## src/rtl/ic74138_scan_ctrl.sv

```systemverilog
// ---------------------------------------------------------------------------
// ic74138_scan_ctrl
//
// Scan sequencer that sits directly in front of an ic74138 3-to-8 decoder.
// It steps the decoder select through channels 0..NUM_CH-1. Each channel is
// enabled for DWELL_CYCLES clocks. Between channels the decoder is disabled
// for BLANK_CYCLES clocks, so all decoder outputs sit high. This blanking gap
// prevents ghosting on digit-drive and row-strobe loads.
//
// The scan runs either continuously or for a single frame (one-shot). It is
// controlled by start and stop pulses.
//
// State table
//   state | meaning
//   IDLE  | not scanning, enables OFF, select holds its last value
//   BLANK | enables OFF; select takes the next channel after the first cycle
//   DWELL | enables ON for the selected channel
//
// Parameters
//   DWELL_CYCLES  clocks the decoder stays enabled per channel (>= 1)
//   BLANK_CYCLES  clocks the decoder is disabled between channels (>= 2)
//   NUM_CH        channels per frame (1..8); select wraps NUM_CH-1 -> 0
//
// Ports
//   clk_i         clock, all logic on the rising edge
//   rst_i         synchronous reset, active-high
//   start_i       pulse, begins a scan (only accepted in IDLE without stop_i)
//   stop_i        pulse, stops after the current channel's dwell
//   oneshot_i     mode, captured with start_i: 1 = single frame, 0 = continuous
//   g1_o          decoder enable, active-high
//   g2a_o         decoder enable, active-low
//   g2b_o         decoder enable, active-low
//   select_o[2:0] decoder channel select
//   busy_o        high whenever the sequencer is not in IDLE
//   frame_done_o  one-cycle pulse after the last channel's dwell ends
//   frame_cnt_o   (SCAN_FRAME_CNT_EN only) 16-bit wrapping count of frames
//
// Build option
//   SCAN_FRAME_CNT_EN  when defined, adds the frame_cnt_o port and its counter
// ---------------------------------------------------------------------------
module ic74138_scan_ctrl #(
  parameter int DWELL_CYCLES = 1000,
  parameter int BLANK_CYCLES = 16,
  parameter int NUM_CH       = 8
) (
  input  logic        clk_i,
  input  logic        rst_i,
  input  logic        start_i,
  input  logic        stop_i,
  input  logic        oneshot_i,
  output logic        g1_o,
  output logic        g2a_o,
  output logic        g2b_o,
  output logic [2:0]  select_o,
  output logic        busy_o,
  output logic        frame_done_o
`ifdef SCAN_FRAME_CNT_EN
  ,
  output logic [15:0] frame_cnt_o
`endif
);

  localparam int MAX_CYC = (DWELL_CYCLES > BLANK_CYCLES) ? DWELL_CYCLES : BLANK_CYCLES;
  localparam int CNT_W   = $clog2(MAX_CYC + 1);

  // The same down-counter times both BLANK and DWELL. It is loaded with
  // length-1, and the phase ends on the cycle where the counter reads zero.
  localparam logic [CNT_W-1:0] BLANK_LOAD = CNT_W'(BLANK_CYCLES - 1);
  localparam logic [CNT_W-1:0] DWELL_LOAD = CNT_W'(DWELL_CYCLES - 1);
  localparam logic [CNT_W-1:0] CNT_ZERO   = '0;
  localparam logic [2:0]       LAST_CH    = 3'(NUM_CH - 1);

  typedef enum logic [1:0] {
    IDLE  = 2'd0,
    BLANK = 2'd1,
    DWELL = 2'd2
  } state_t;

  state_t           state, state_nxt;
  logic [CNT_W-1:0] cnt, cnt_nxt;
  logic [2:0]       sel, sel_nxt;
  logic [2:0]       next_ch, next_ch_nxt;
  logic             en, en_nxt;
  logic             busy, busy_nxt;
  logic             frame_done, frame_done_nxt;
  logic             stop_pend, stop_pend_nxt;
  logic             oneshot, oneshot_nxt;
  logic             last_ch;

`ifdef SCAN_FRAME_CNT_EN
  logic [15:0]      frame_cnt, frame_cnt_nxt;
`endif

  // State and output registers
  always_ff @(posedge clk_i) begin
    if (rst_i) begin
      state      <= IDLE;
      cnt        <= '0;
      sel        <= 3'd0;
      next_ch    <= 3'd0;
      en         <= 1'b0;
      busy       <= 1'b0;
      frame_done <= 1'b0;
      stop_pend  <= 1'b0;
      oneshot    <= 1'b0;
    end else begin
      state      <= state_nxt;
      cnt        <= cnt_nxt;
      sel        <= sel_nxt;
      next_ch    <= next_ch_nxt;
      en         <= en_nxt;
      busy       <= busy_nxt;
      frame_done <= frame_done_nxt;
      stop_pend  <= stop_pend_nxt;
      oneshot    <= oneshot_nxt;
    end
  end

  assign last_ch = (sel == LAST_CH);

  // Next-state and next-output logic
  always_comb begin
    state_nxt      = state;
    cnt_nxt        = cnt;
    sel_nxt        = sel;
    next_ch_nxt    = next_ch;
    en_nxt         = en;
    frame_done_nxt = 1'b0;
    stop_pend_nxt  = stop_pend;
    oneshot_nxt    = oneshot;

    case (state)
      IDLE: begin
        en_nxt        = 1'b0;
        stop_pend_nxt = 1'b0;
        // A start that arrives together with a stop is treated as cancelled.
        if (start_i && !stop_i) begin
          oneshot_nxt = oneshot_i;
          next_ch_nxt = 3'd0;
          cnt_nxt     = BLANK_LOAD;
          state_nxt   = BLANK;
        end
      end

      BLANK: begin
        en_nxt = 1'b0;
        if (stop_i) begin
          stop_pend_nxt = 1'b1;
        end
        // The select changes only after the enables have been OFF for one
        // full cycle, so the decoder never glitches through another channel.
        if (cnt == BLANK_LOAD) begin
          sel_nxt = next_ch;
        end
        if (cnt == CNT_ZERO) begin
          cnt_nxt   = DWELL_LOAD;
          en_nxt    = 1'b1;
          state_nxt = DWELL;
        end else begin
          cnt_nxt = cnt - 1'b1;
        end
      end

      DWELL: begin
        en_nxt = 1'b1;
        if (stop_i) begin
          stop_pend_nxt = 1'b1;
        end
        if (cnt == CNT_ZERO) begin
          frame_done_nxt = last_ch;
          en_nxt         = 1'b0;
          // A stop that arrives on the final dwell cycle is honoured at once.
          if (stop_pend || stop_i || (oneshot && last_ch)) begin
            stop_pend_nxt = 1'b0;
            state_nxt     = IDLE;
          end else begin
            next_ch_nxt = last_ch ? 3'd0 : sel + 3'd1;
            cnt_nxt     = BLANK_LOAD;
            state_nxt   = BLANK;
          end
        end else begin
          cnt_nxt = cnt - 1'b1;
        end
      end

      default: begin
        en_nxt        = 1'b0;
        stop_pend_nxt = 1'b0;
        state_nxt     = IDLE;
      end
    endcase

    busy_nxt = (state_nxt != IDLE);
  end

`ifdef SCAN_FRAME_CNT_EN
  // Updated at the same edge that raises frame_done_o. It is cleared only
  // by reset and wraps naturally at 16 bits.
  always_comb begin
    frame_cnt_nxt = frame_cnt;
    if (frame_done_nxt) begin
      frame_cnt_nxt = frame_cnt + 16'd1;
    end
  end

  always_ff @(posedge clk_i) begin
    if (rst_i) begin
      frame_cnt <= 16'd0;
    end else begin
      frame_cnt <= frame_cnt_nxt;
    end
  end

  assign frame_cnt_o = frame_cnt;
`endif

  assign g1_o         = en;
  assign g2a_o        = ~en;
  assign g2b_o        = ~en;
  assign select_o     = sel;
  assign busy_o       = busy;
  assign frame_done_o = frame_done;

endmodule

```

## config.mk

```make
export PLATFORM = sky130hd
export DESIGN_NAME = ic74138_scan_ctrl
export DESIGN_NICKNAME = d
export VERILOG_FILES = /design/src/rtl/ic74138_scan_ctrl.sv
export SDC_FILE = /design/constraint.sdc
export NUM_CORES = 1
export LEC_CHECK = 0
export ABC_AREA = 1
export BUFFER_PORTS_ARGS = -buffer_cell sky130_fd_sc_hd__buf_2
export CAP_MARGIN = 40
export CORE_MARGIN = 4
export CORE_UTILIZATION = 25
export CTS_BUF_LIST = sky130_fd_sc_hd__clkbuf_4 sky130_fd_sc_hd__clkbuf_8
export DETAILED_ROUTE_END_ITERATION = 7
export GPL_ROUTABILITY_DRIVEN = 0
export PLACE_DENSITY = 0.41
export SLEW_MARGIN = 20
export SYNTH_ARGS = -nofsm -noshare
export SYNTH_HDL_FRONTEND = slang
export SYNTH_SLANG_ARGS = --single-unit
```

## constraint.sdc

```tcl
create_clock -name clk_i -period 1.8 [get_ports clk_i]
set_input_delay 0.45 -clock clk_i [delete_from_list [all_inputs] [get_ports clk_i]]
set_output_delay 0.45 -clock clk_i [all_outputs]
set_load 0.005 [all_outputs]
```

Word-level counts from Yosys, hierarchy flattened
Cells that the tools add are included.
- add/sub/neg operators: 2
- equal/unequal tests: 8
- muxes and demuxes: 22
- bitwise operators: 3
- reductions and logical operators: 15
- operators by type and width (operator ; number):
    $mux 10 ; 4
    $pmux 10 s3 ; 1
    $mux 3 ; 4
    $eq 10x4->1 const B ; 1
    $logic_not 10->1 ; 1
    $sub 10x1->10 const B ; 1
    $mux 1 ; 6
    $mux 2 ; 3
    $ne 2x2->1 const B ; 3
    $pmux 2 s3 ; 1
    $pmux 3 s2 ; 1
    $pmux 1 s2 ; 2
    $reduce_and 2->1 ; 2
    $reduce_and 4->1 ; 1
    $reduce_bool 2->1 ; 2
    $add 3x1->3 const B ; 1
    $eq 3x3->1 const B ; 1
    $ne 3x3->1 const B ; 1
    $not 1->1 ; 3
    $reduce_and 3->1 ; 1
    $reduce_bool 3->1 ; 1
    $reduce_or 3->1 ; 1
    $eq 2x1->1 const B ; 1
    $eq 2x2->1 const B ; 1
    other kinds (4) ; 6
- flip-flop bits (word level): 23
- input port bits: 5
- output and inout port bits: 8
- word-level logic and storage cells: 59

Longest topological paths before layout
Gate-level depths: netlist of the first run.
- depth after elaboration: 7
- depth in mapped cells: 11
- gate-level depth less buffers: 11

Worst setup path after synthesis of the first run
No wires, ideal clock.
- path type: reg-to-reg
- start point: register sel[0], in the netlist select_o[0]
- end point: register cnt[0]
- arrival: 1427 ps
- slack: 249 ps
- cell stages (with the launch flop): 11
- path buffers: 0
- cells stage by stage: dfxtp_1 > ha_1 > ha_1 > nand2_1 > nand2_1 > nand2_1 > nor2_4 > nor2_4 > inv_1 > nor2_2 > a21oi_1
- word-level cells in the longest chain between the ends: 5
- RTL lines (element ; RTL line ; source):
    from (decl) ; 81 ; logic [2:0] sel, sel_nxt;
    from (signal assigned) ; 109 ; sel <= sel_nxt;
    $eq 3x3->1 ; 119 ; assign last_ch = (sel == LAST_CH);
    via last_ch ; 88 ; logic last_ch;
    $logic_and 1x1->1 ; 173 ; if (stop_pend || stop_i || (oneshot && last_ch)) begin
    $logic_or 1x1->1 ; 173 ;
    $ne 3x3->1 (no line) ; n/a ;
    $reduce_and 3->1 (no line) ; n/a ;
    to (signal assigned) ; 108 ; cnt <= cnt_nxt;
    to (decl) ; 80 ; logic [CNT_W-1:0] cnt, cnt_nxt;
The timed path passes the listed nets, and every way through them passes these cells.
A chain may end at the register's enable or synchronous reset.

Worst setup path in the final report of the first run
- start point: register cnt[0]
- end point: register cnt[7]
- word-level cells in the longest chain between the ends: 3
- RTL lines (element ; RTL line ; source):
    $sub 10x1->10 or $logic_not 10->1 (tied branches) ; n/a ;
    $mux 10, or another cell as far along ; 169 ; if (cnt == CNT_ZERO) begin
    $pmux 10 s3 or $reduce_and 3->1 (tied branches) ; n/a ;
Parallel ways exist; a longest one is shown, timed or not.

==> results.yml, run 1 <==
critical_path:
  cp_data_arrival_time_ns: 1.89
  rrSetupSlack_ns: 0.11
  endpoint: "cnt[7]"
  critical_path_required_ns: 2.00
  slowest_delay_ns: 0.37
  r2r_cells: 10
  r2r_end: "cnt[7]"
  critical_path_class: "reg -> reg"
  cp_cell_sequence: "inv_1 > ha_1 > nand2_2 > nor2_4 > nand3_4 > buf_4 > nand2_2 > a21oi_2 > nand3_1 > a21oi_1"
  slowest_stage: "dfxtp_1"
  cp-end-kind: "register"
  critPathMaxFanout: 5
  crit_start: "cnt[0]"
  path_common_cell: "nand2_2"
  reg2reg_from: "cnt[0]"
  startpoint_type: "register"
timing:
  finalCritPeriodShare: 0.9391
  worstMarginPinSlew_ns: 0.3469
  grt_setup_unrepaired: "yes"
  skew_ns: 0.002783
  clock.fmax_mhz: 591.6
  fin_ws_ns: 0.1096
  slew_headroom: 0.7685
  fin_crit_ns: 1.690
  finalMaxSlewViolations: 0
  hold_viol: 0
  finalSetupViolations: 0
clock_tree:
  tritoncts: "built"
  cts_max_path_buffers: 2
  clk_pin_slew_ns: 0.09
  numClockSinks: 23
  cts_inserted_buffers: 3
  clockRootBuffer: "clkbuf_8"
  clk-insertion-delay-late_ns: 0.27
  cts-hold-fix-buffers: 0
  cts_max_level: 1
place:
  pre_cts_slack_ns: -0.1080
  dp_hpwl_um: 2577
  io_buffers: 12
  dpl_cell_area_sq_mm: 0.001546
route:
  num_vias: 1244
  wl_per_cell_um: 11.36
  routed_wl_um: 3271
  dr.pass1.iters: 4
  highest_layer: "met4"
  wl_met1_um: 1597
  avgViaCountPerCell: 4.319
  wl_met3_um: 119
  dr.first_iter.drc_count: 35
  final_antenna_net_count: 0
  drcViolationCount: 0
  met2WireLength_um: 1529
logic_synthesis:
  synth_compound_area_frac: 0.1473
  ys_types: 24
  synth_top_family_by_area: "simple AND/OR/NAND/NOR gates"
  synth_seq_cells: 23
  synth_area_leader_cell: "dfxtp_1"
  syn-num-nets: 206
  synth_top_area_share: 0.3430
  yosys-top-cells-area: "dfxtp_1 34%, nand2_1 11%, ha_1 7.5%"
  syn-mean-instance-area_sq_um: 6.956
  synthCells: 193
  synthMuxAreaShare: 0
  seq_area_frac_synth: 0.3430
  synthAdderAreaFrac: 0.07456
  synthSimpleGateAreaFrac: 0.3029
  synthXorXnorAreaFrac: 0.02610
  synth_area_sq_mm: 0.001343
  yosys_warnings: 0
die:
  ios: 13
  rows: 26
  die_y_um: 81.28
  die-area_sq_mm: 0.006606
  start_util: 0.2596
  core_sq_mm: 0.005172
  die_width_um: 81.28
pwr:
  power_leakage_nw: 0.7391
  ir_worst_vdd_mv: 0.3893
  power_density_mw_per_mm2: 891.4
global_routing:
  grt_pass1_vias: 1253
  grt_use_total: 0.1127
  grt_pass1_wl_um: 5706
  grt_antenna_before_repair: 0
  grt_max_degree: 14
  overflow: 0
layout:
  antennaDiodeCount: 0
  nNetsFinal: 232
  layout_commonest_cell: "nand2_1"
  design_area_sq_mm: 0.001638
  drive_gt1_frac: 0.2431
  mostFrequentLayoutCells: "39 x nand2_1, 26 x inv_1, 23 x dfxtp_1, 15 x nor2_1, 15 x a21oi_1"
  utilization: 0.3166
  fill_cells: 577
  area.growth.synth_to_final_pct: 21.99
min_path:
  hold_depth: 3
  hp-class: "in -> reg"
flow_run:
  max_cap_violations: 0
outcome:
  status: "finished clean"
-- power by group --
part	total, mW	internal, mW	switching, mW	leakage (nW)
Sequential	0.577	0.547	0.0300	0.187
Combinational	0.551	0.218	0.332	0.526
Clock	0.332	0.155	0.177	0.0255
-- critical path, delay by kind of cell (launching register included) --
family	cells	cell delay (ns)
simple gates	5	0.43
compound gates	2	0.39
flops	1	0.37
buf+inv	2	0.22
fa+ha+maj	1	0.22
-- sequential cells by signal, summed over array words and instances (netlist names) --
signal	cells
select_o	3
frame_done_o	1
state	2
stop_pend	1
next_ch	3
oneshot	1
busy_o	1
cnt	10
g1_o	1
-- metal layers --
metal	GRT usage	vias up
met5	0	-
met4	0.02534	0
met3	0.02993	2
li1	-	660
met1	0.1450	561
met2	0.1873	21
-- cell families after synthesis --
| family | count (synthesis) |
|---|---|
| AND/OR/NAND/NOR | 86 |
| AO/OA/AOI/OAI | 37 |
| buffers and inverters | 35 |
| flip-flops | 23 |
| adder cells (fa/ha/maj) | 8 |
| XOR/XNOR | 4 |
-- cells in the mapped netlist --
cell type and n:
nand2_2 3, ha_1 8, o21ai_0 8, nand3_1 13, nand3_2 1, nor2_2 1, xor2_1 4, nand2_1 41
dfxtp_1 23, nor3_1 6, clkbuf_1 1, nor2_1 16, o211ai_1 1, a21boi_0 1, nand3_4 1, inv_1 26
buf_4 1, a21oi_1 16, o21ai_1 9, nor2_4 4, buf_1 1, inv_2 5, a21oi_2 2, buf_6 1
-- layout make-up --
cell class / instances / area (sq um) / area share
clock buffer: 3 / 41.29 / 0.02521
clock inverter: 1 / 5.005 / 0.003056
multi-input combinational: 135 / 769.5 / 0.4698
inverter: 31 / 116.4 / 0.07105
sequential: 23 / 460.4 / 0.2811
tap: 70 / 87.58 / 0.05348
timing repair buffer: 25 / 157.7 / 0.09626
-- repair_timing --
item | 4_1_cts | 5_1_grt
setup buffers | 2 | 0
resized for setup | 0 | 8
setup endpoints to repair | 4 | 13
pin swaps | 1 | 0
-- worst min-delay path by stage --
stage / start / end / slack (ns)
floorplan: next_ch[0] / next_ch[0] / 0.42
global placement: next_ch[0] / next_ch[0] / 0.44
detailed placement: next_ch[0] / next_ch[0] / 0.44
CTS: oneshot_i / oneshot / 0.44
global route: oneshot_i / oneshot / 0.45
finish: oneshot_i / oneshot / 0.45
-- through the flow --
| stage | hold slack [ns] | TNS [ns] | cells | power, mW |
|---|---|---|---|---|
| 5_1_grt | 0.4498 | -0.2718 | 288 | 1.584 |
| 3_5_place_dp | 0.4443 | -0.4129 | 282 | 1.117 |
| 2_1_floorplan | 0.4213 | 0 | 193 | 0.9549 |
| 4_1_cts | 0.4358 | 0 | 288 | 1.476 |
| 6_report | 0.4468 | 0 | 288 | 1.460 |
| 3_3_place_gp | 0.4411 | -0.2903 | 282 | 1.131 |
Note: power is estimated with default switching activity, not from simulation.
==> run 2: changes to the inputs <==
Settings changed: CORE_UTILIZATION 25 to 40, PLACE_DENSITY 0.41 to 0.59.
==> results.yml, run 2 (synthesis results as in run 1) <==
place:
  io_buffers: 12
  dpl.cell_count: 246
  dp_hpwl_um: 2286
critical_path:
  cp-end-kind: "register"
  startpoint_type: "register"
  critical_path_required_ns: 2.05
  cp_data_arrival_time_ns: 1.92
  slowest_stage: "dfxtp_2"
  slowest_delay_ns: 0.36
  critical_path_class: "reg -> reg"
  critPathMaxFanout: 10
  cp_cell_sequence: "ha_1 > ha_1 > nand2_1 > nand2_1 > nand2_2 > nor2_4 > nor2_4 > buf_4 > nand3_1 > a21oi_1"
layout:
  stdcell_count: 253
  drive_gt1_frac: 0.1962
  area.growth.synth_to_final_pct: 12.95
  largest_reg_flops: 10
  nNetsFinal: 223
  mostFrequentLayoutCells: "40 x nand2_1, 26 x inv_1, 21 x dfxtp_1, 16 x nor2_1, 16 x a21oi_1"
  layout_commonest_cell: "nand2_1"
  multi_input_area_sq_um: 769.5
  antennaDiodeCount: 0
  fill_cells: 336
  largest_register: "cnt"
  regArea_sq_um: 462.9
die:
  ios: 13
  die-area_sq_mm: 0.004347
  core_sq_mm: 0.003128
  rows: 20
  die_y_um: 65.94
  start_util: 0.4292
  die_width_um: 65.94
global_routing:
  grt_max_degree: 13
  grt_use_total: 0.1481
  grt_pass1_wl_um: 5037
  grt_pass1_vias: 1170
  grt_antenna_before_repair: 0
  overflow: 0
pwr:
  power_density_mw_per_mm2: 884.0
  power_leakage_nw: 0.6849
  ir_worst_vdd_mv: 0.4911
clock_tree:
  numClockSinks: 23
  cts_max_path_buffers: 2
  clockRootBuffer: "clkbuf_4"
  cts-hold-fix-buffers: 0
  cts_max_level: 1
  cts_inserted_buffers: 3
  clk_pin_slew_ns: 0.12
  clk-insertion-delay-late_ns: 0.31
  tritoncts: "built"
route:
  routed_wl_um: 2881
  dr.pass1.iters: 4
  avgViaCountPerCell: 4.838
  drcViolationCount: 0
  final_antenna_net_count: 0
  num_vias: 1224
  dr.first_iter.drc_count: 109
  wl_per_cell_um: 11.39
timing:
  grt_setup_unrepaired: "no"
  tns_ns: 0
  slew_headroom: 0.7619
  finalSetupViolations: 0
  worstMarginPinSlew_ns: 0.3558
  fin_crit_ns: 1.668
  finalMaxSlewViolations: 0
  clock.fmax_mhz: 599.4
  hold_viol: 0
  finalCritPeriodShare: 0.9268
  skew_ns: 0.003723
min_path:
  hp-class: "in -> reg"
outcome:
  status: "finished clean"
flow_run:
  max_cap_violations: 0
## run 2: repair_timing
| action | in CTS | in global routing |
|---|---|---|
| gates resized for setup | 0 | 6 |
| endpoints found under the hold margin | 0 | 0 |
| buffers inserted | 0 | 2 |
| endpoints found under the setup margin | 0 | 11 |
## run 2: layout make-up
class,count,area share
Timing Repair Buffer,15,0.05446
Tap cell,44,0.03630
Multi-Input combinational cell,136,0.5074
Inverter,31,0.07673
Sequential cell,23,0.3053
Clock buffer,4,0.01980
## run 2: final timing paths
check               from          to  slack, ns  cells after the start
min            oneshot_i     oneshot       0.40                      3
max reg2reg  select_o[0]      cnt[7]       0.13                     10
max          select_o[0]      cnt[7]       0.13                     10
min reg2reg   next_ch[0]  next_ch[0]       0.45                      2
## run 2: power by group
group	switching (mW)	leakage, nW	internal [mW]
combinational	0.319	0.478	0.186
sequential	0.0344	0.188	0.548
clock	0.152	0.0184	0.102
## run 2: through the flow
stage	util	setup slack, ns	hold WS (ns)	power [mW]	instance area (sq um)
2_1_floorplan	-	0.2494	0.4213	0.9549	1343
3_3_place_gp	0.4600	0.06714	0.4385	1.042	1439
3_5_place_dp	0.4600	0.03301	0.4388	1.047	1439
4_1_cts	0.4696	0.01610	0.3978	1.305	1469
5_1_grt	0.4848	0.01418	0.3961	1.450	1516
6_report	0.4848	0.1317	0.4042	1.341	1516
## run 2: critical path, delay by kind of cell (launching register included)
kind	cells	cell delay, ns
DFF	1	0.36
and+or+nand+nor	6	0.52
buffers and inverters	1	0.18
adders and majority gates	2	0.41
AOI/OAI and AO/OA	1	0.13
## run 2: metal layers
metal | share of wire | wire length (um) | track usage
met5 | 0 | 0 | 0
met4 | 0.012 | 34 | 0.03807
met3 | 0.028 | 80 | 0.03741
met2 | 0.49 | 1407 | 0.2616
met1 | 0.47 | 1359 | 0.1776
